`config.mk`:
```
export PLATFORM = sky130hd
export DESIGN_NAME = imc_rr
export DESIGN_NICKNAME = d
export VERILOG_FILES = /design/src/rtl/imc_rr.sv
export SDC_FILE = /design/constraint.sdc
export NUM_CORES = 1
export LEC_CHECK = 0
export CAP_MARGIN = 20
export CORE_AREA = 2 2 128 130
export DETAILED_ROUTE_END_ITERATION = 10
export DIE_AREA = 0 0 130 132
export PLACE_DENSITY = 0.77
export REMOVE_ABC_BUFFERS = 1
export SETUP_SLACK_MARGIN = 0.2
export SLEW_MARGIN = 40
export SYNTH_ARGS = -nofsm -noshare
export SYNTH_HDL_FRONTEND = slang
export SYNTH_SLANG_ARGS = --single-unit
```
`constraint.sdc`:
```
create_clock -name clk -period 3.3 [get_ports clk]
set_input_delay 0.66 -clock clk [delete_from_list [all_inputs] [get_ports clk]]
set_output_delay 0.66 -clock clk [all_outputs]
set_load 0.02 [all_outputs]
```
`src/rtl/imc_rr.sv`:
```
// Round-robin memory controller: arbitrates NUM_PORTS requesters onto one ROM/RAM bus,
// decodes regions, sequences a fixed-latency access and reports per-port faults.
module imc_rr #(
  parameter int                    NUM_PORTS      = 2,
  parameter int                    ADDR_WIDTH     = 32,
  parameter int                    DATA_WIDTH     = 32,
  parameter logic [ADDR_WIDTH-1:0] ROM_BASE       = 'h0000_0000,
  parameter int                    ROM_ADDR_WIDTH = 8,
  parameter logic [ADDR_WIDTH-1:0] RAM_BASE       = 'h0001_0000,
  parameter int                    RAM_ADDR_WIDTH = 8,
  parameter int                    MEM_LATENCY    = 1
) (
  input  logic                             clk,
  input  logic                             reset,
  input  logic [NUM_PORTS-1:0]             req_read_enable,
  input  logic [NUM_PORTS-1:0]             req_write_enable,
  input  logic [NUM_PORTS*ADDR_WIDTH-1:0]  req_address,
  input  logic [NUM_PORTS*DATA_WIDTH-1:0]  req_data_in,
  output logic [NUM_PORTS*DATA_WIDTH-1:0]  req_data_out,
  output logic [NUM_PORTS-1:0]             req_mem_ready,
  output logic [NUM_PORTS-1:0]             req_error,
  output logic [ADDR_WIDTH-1:0]            mem_address,
  output logic [DATA_WIDTH-1:0]            mem_data_in,
  output logic                             mem_rom_read_enable,
  output logic                             mem_ram_read_enable,
  output logic                             mem_ram_write_enable,
  input  logic [DATA_WIDTH-1:0]            mem_rom_data_out,
  input  logic [DATA_WIDTH-1:0]            mem_ram_data_out
);

  localparam int PORT_W = (NUM_PORTS > 1) ? $clog2(NUM_PORTS) : 1;
  localparam int CNT_W  = (MEM_LATENCY > 1) ? $clog2(MEM_LATENCY) : 1;

  typedef enum logic [2:0] {IDLE, ISSUE, WAIT, RESPOND, ERROR} state_t;

  state_t                state_reg, state_next;
  logic [PORT_W-1:0]     last_grant_reg, grant_reg, grant_next;
  logic                  req_found;
  logic [NUM_PORTS-1:0]  req_vec;
  logic [ADDR_WIDTH-1:0] addr_reg;
  logic [DATA_WIDTH-1:0] wdata_reg;
  logic                  op_read_reg, op_write_reg, rom_sel_reg;
  logic [CNT_W-1:0]      cnt_reg;
  logic                  wait_last;
  logic [DATA_WIDTH-1:0] data_reg [NUM_PORTS];

  logic [ADDR_WIDTH-1:0] addr_arr  [NUM_PORTS];
  logic [DATA_WIDTH-1:0] wdata_arr [NUM_PORTS];
  logic [ADDR_WIDTH-1:0] sel_addr;
  logic [DATA_WIDTH-1:0] sel_wdata;
  logic                  sel_rd, sel_wr, rom_hit, ram_hit, fault;

  genvar gi;
  generate
    for (gi = 0; gi < NUM_PORTS; gi++) begin : g_port
      assign addr_arr[gi]  = req_address[gi*ADDR_WIDTH +: ADDR_WIDTH];
      assign wdata_arr[gi] = req_data_in[gi*DATA_WIDTH +: DATA_WIDTH];
      assign req_data_out[gi*DATA_WIDTH +: DATA_WIDTH] = data_reg[gi];
    end
  endgenerate

  assign req_vec     = req_read_enable | req_write_enable;
  assign mem_address = addr_reg;
  assign mem_data_in = wdata_reg;
  assign wait_last   = (cnt_reg == CNT_W'(MEM_LATENCY - 1));

  // Scan from the port after the last winner so every requester is reached within NUM_PORTS grants.
  always_comb begin
    int                idx;
    logic [PORT_W-1:0] idx_p;
    grant_next = last_grant_reg;
    req_found  = 1'b0;
    idx        = 0;
    idx_p      = '0;
    for (int k = 1; k <= NUM_PORTS; k++) begin
      idx   = (int'(last_grant_reg) + k) % NUM_PORTS;
      idx_p = PORT_W'(idx);
      if (!req_found && req_vec[idx_p]) begin
        req_found  = 1'b1;
        grant_next = idx_p;
      end
    end
  end

  assign sel_addr  = addr_arr[grant_next];
  assign sel_wdata = wdata_arr[grant_next];
  assign sel_rd    = req_read_enable[grant_next];
  assign sel_wr    = req_write_enable[grant_next];
  assign rom_hit   = (sel_addr[ADDR_WIDTH-1:ROM_ADDR_WIDTH+2] == ROM_BASE[ADDR_WIDTH-1:ROM_ADDR_WIDTH+2]);
  assign ram_hit   = (sel_addr[ADDR_WIDTH-1:RAM_ADDR_WIDTH+2] == RAM_BASE[ADDR_WIDTH-1:RAM_ADDR_WIDTH+2]);
  assign fault     = !(rom_hit || ram_hit) || (sel_addr[1:0] != 2'b00) ||
                     (sel_wr && rom_hit) || (sel_rd && sel_wr);

  always_ff @(posedge clk) begin
    if (reset) state_reg <= IDLE;
    else       state_reg <= state_next;
  end

  always_comb begin
    state_next           = state_reg;
    mem_rom_read_enable  = 1'b0;
    mem_ram_read_enable  = 1'b0;
    mem_ram_write_enable = 1'b0;
    req_mem_ready        = '0;
    req_error            = '0;
    case (state_reg)
      IDLE: begin
        if (req_found) state_next = fault ? ERROR : ISSUE;
      end
      ISSUE: begin
        mem_rom_read_enable  = op_read_reg  &&  rom_sel_reg;
        mem_ram_read_enable  = op_read_reg  && !rom_sel_reg;
        mem_ram_write_enable = op_write_reg && !rom_sel_reg;
        state_next           = WAIT;
      end
      WAIT: begin
        if (wait_last) state_next = RESPOND;
      end
      RESPOND: begin
        req_mem_ready[grant_reg] = 1'b1;
        state_next               = IDLE;
      end
      ERROR: begin
        req_mem_ready[grant_reg] = 1'b1;
        req_error[grant_reg]     = 1'b1;
        state_next               = IDLE;
      end
      default: state_next = IDLE;
    endcase
  end

  always_ff @(posedge clk) begin
    if (reset) begin
      last_grant_reg <= PORT_W'(NUM_PORTS - 1);
      grant_reg      <= '0;
      addr_reg       <= '0;
      wdata_reg      <= '0;
      op_read_reg    <= 1'b0;
      op_write_reg   <= 1'b0;
      rom_sel_reg    <= 1'b0;
      cnt_reg        <= '0;
      for (int i = 0; i < NUM_PORTS; i++) data_reg[i] <= '0;
    end else begin
      case (state_reg)
        IDLE: begin
          if (req_found) begin
            grant_reg      <= grant_next;
            last_grant_reg <= grant_next;
            addr_reg       <= sel_addr;
            wdata_reg      <= sel_wdata;
            op_read_reg    <= sel_rd;
            op_write_reg   <= sel_wr;
            rom_sel_reg    <= rom_hit;
            cnt_reg        <= '0;
            // Clearing here makes the zero visible in the same cycle as the error pulse.
            if (fault && sel_rd && !sel_wr) data_reg[grant_next] <= '0;
          end
        end
        WAIT: begin
          cnt_reg <= cnt_reg + 1'b1;
          if (wait_last && op_read_reg)
            data_reg[grant_reg] <= rom_sel_reg ? mem_rom_data_out : mem_ram_data_out;
        end
        default: ;
      endcase
    end
  end

endmodule

```
==> metrics.csv <==
stage,metric,value,unit
outcome,status,"complete, no violations",
synthesis,post_synth.cell_area_avg,10.9,um2
synthesis,yosysTopAreaCell,edfxtp_1,
power_and_ir_drop,power.share.sequential,40.1,%
critical_path,critical_path_class,flip-flop to primary output,
cts,cts_resized,0,
global_route,grt_max_degree,132,
cts,cts_hold_buf,0,
sta,slew_viol_final,0,
synthesis,ys_seq_area_share,56.1,%
routing,vias,5359,
power_and_ir_drop,p_leak,3.89,nW
critical_path,startpoint_type,flip-flop,
routing,dr.first_iter.drc_count,272,
die,num_rows,46,
synthesis,synth-async-reset-ratio,0,%
layout,fill_cells,1263,
cts,numCtsBuffers,17,
global_route,grt_use_met1,22.7,%
routing,routedWlPerCell,17.3,um
sta,clock_skew,6.61,ps
synthesis,post_synth_inst_count,552,
sta,slew_headroom,54.6,%
sta,hold_viol_final,0,
sta,timing.final.crit_share,83.8,%
die,die_area,0.0172,mm2
place,postPlaceCellArea,0.00957,mm2
critical_path,crit_path_max_incr_delay,600,ps
power_and_ir_drop,power.internal,3.62,mW
sta,setup_viol_count_final,0,
routing,viasPerCell,4.85,
global_route,grt_pass1_vias,5535,
cts,post_cts_buffers,0,
cts,clkTransAtPathRegs,60,ps
layout,largest_reg_flops,64,
power_and_ir_drop,power_frac_clock,37.3,%
cts,cts_sinks,137,
power_and_ir_drop,power.density,487,mW/mm2
routing,dr.pass1.iters,4,
critical_path,required,2640,ps
sta,fin_setup_tns,0,ps
cts,clockBufferDepth,2,
min_path,hold_class,flip-flop to flip-flop,
flow_run,max-cap-violations,0,
sta,max_freq,362,MHz
sta,rsz0062_at_grt,false,
layout,syn_to_final_growth,68.1,%
synthesis,synth_top_area_share,31.8,%
die,coreArea,0.0157,mm2
die,fp.dieW,130,um
layout,stdcell_area,0.0101,mm2
cts,cts_tree,built,
place,place_congestion,0.816,
synthesis,synth-edff-count,64,
critical_path,worst_setup_path_end_kind,primary output,
synthesis,synth.distinct_cells,40,
die,initial_core_util,38.4,%
place,hpwl,14700,um
critical_path,rr_worst_depth,5,
die,dieHeight,132,um
power_and_ir_drop,ir_drop,0.277,mV
layout,drive_gt1_share,5.98,%
cts,clock_tree.root_cell,clkbuf_16,
global_route,top_usage_layer,met2,
synthesis,synth_flop_cell,dfxtp_1,
place,numPortBuffers,332,
global_route,grt_use_met3,10.8,%
critical_path,arrival,2110,ps
synthesis,ys_ff_latch,137,
routing,drcViolationCount,0,
power_and_ir_drop,comb_power_share,22.6,%
power_and_ir_drop,p_sw_share,26.8,%
critical_path,crit_path_cell_trace,"nor2b_1, nor2b_1, and3b_1, clkdlybuf4s50_1",
die,io_pins,333,
routing,wirelength,19100,um
layout,nNetsFinal,1072,
routing,ant_nets,0,
sta,worst_slew_pin_slew,681,ps
global_route,met2_usage,38.8,%
synthesis,syn_area,0.00604,mm2
power_and_ir_drop,p_switching,1.32,mW
global_route,antenna_found_initial,2,
sta,fin_crit,2770,ps
critical_path,cpMostUsedCell,nor2b_1,
cts,clock_latency,410,ps
min_path,holdPathStages,2,
global_route,grt-ovfl-total,0,
synthesis,yosysWarnings,0,
critical_path,slowest_stage,clkdlybuf4s50_1,
global_route,grt_pass1_wl,28900,um
synthesis,synth.area.top_cells,"edfxtp_1 32%, dfxtp_1 24%, mux2i_1 16%, nor2_1 8.7%, a211oi_1 8.0%",
critical_path,path_max_fanout,8,
cts,htreeDepth,4,
global_route,grt_usage,22.1,%
cell type report:
class	count	area, um2	area share, %
tap	216	270	2.66
timing repair buffer	346	3470	34.2
inverter	5	18.8	0.185
clock inverter	14	148	1.46
sequential	137	3380	33.4
antenna	1	2.50	0.0247
clock buffer	18	429	4.23
multi-input combinational	367	2420	23.9
stage by stage:
stage               power, mW  util (%)  hold WS (ps)  setup WS (ps)  std cells
finish                   4.94      64.6           457            535       1104
global route             5.15      64.6           486            375       1104
CTS                      4.99      64.6           456            511       1103
detailed placement       3.14      60.9           448            131       1071
global placement         3.13      60.9           449            146       1071
floorplan                2.53         -           426          -3280        509
logic make-up (layout without fill, tap and decap cells):
group           after synthesis  in the layout  share of synthesized area [%]
xor+xnor                      1              1                          0.145
compound gates               87             87                           10.7
other cells                   0              1                              0
flops                       137            137                           56.1
mux                          97             97                           16.1
simple gates                182            182                           13.0
buf+inv                      48            383                           4.00
metal layers:
metal / wire [um] / vias to the layer above
li1: - / 2669
met1: 6770 / 2430
met2: 9550 / 235
met3: 2430 / 23
met4: 348 / 2
met5: 13 / -
path summary, 6_finish.rpt:
kind	start	endpoint	slack [ps]
hold / removal	op_write_reg	op_write_reg	460
setup / recovery	state_reg[0]	mem_ram_write_enable	530
hold reg to reg	op_write_reg	op_write_reg	460
setup reg to reg	last_grant_reg	data_reg[1][19]	1120
placed cells by master (no fill, tap or decap), drive strengths merged, types with 9 or more instances in the layout:
cell type / Yosys / routed
nand2: 9 / 9
edfxtp: 64 / 64
mux2i: 96 / 96
nor4: 10 / 10
nor2: 140 / 140
dfxtp: 73 / 73
buf: 20 / 15
clkbuf: 23 / 18
a211oi: 64 / 64
clkdlybuf4s50: 0 / 331
worst max-delay path, delay by kind of cell, from the launching register on:
family | cells | cell delay (ps)
simple gates | 3 | 580
flops | 1 | 520
buf+inv | 1 | 600
power groups by stage:
stage	registers (mW)	logic (mW)	clock network, mW
2_1_floorplan	2.18	0.356	0
3_3_place_gp	2.01	1.12	0
3_5_place_dp	2.02	1.12	0
4_1_cts	1.98	1.13	1.88
5_1_grt	2.00	1.19	1.96
6_report	1.98	1.12	1.85
Yosys cell counts, drive strengths merged, types with 2 or more instances:
master and instances:
nor4 10, dfxtp 73, a31oi 2, nor2 140
nand2 9, nor2b 5, inv 5, nor3 5
edfxtp 64, clkbuf 23, nand4 3, o21ai 4
a211oi 64, buf 20, mux2i 96, nand2b 2
a21oi 8, a211o 2
Power figures use the tool's default switching activity.
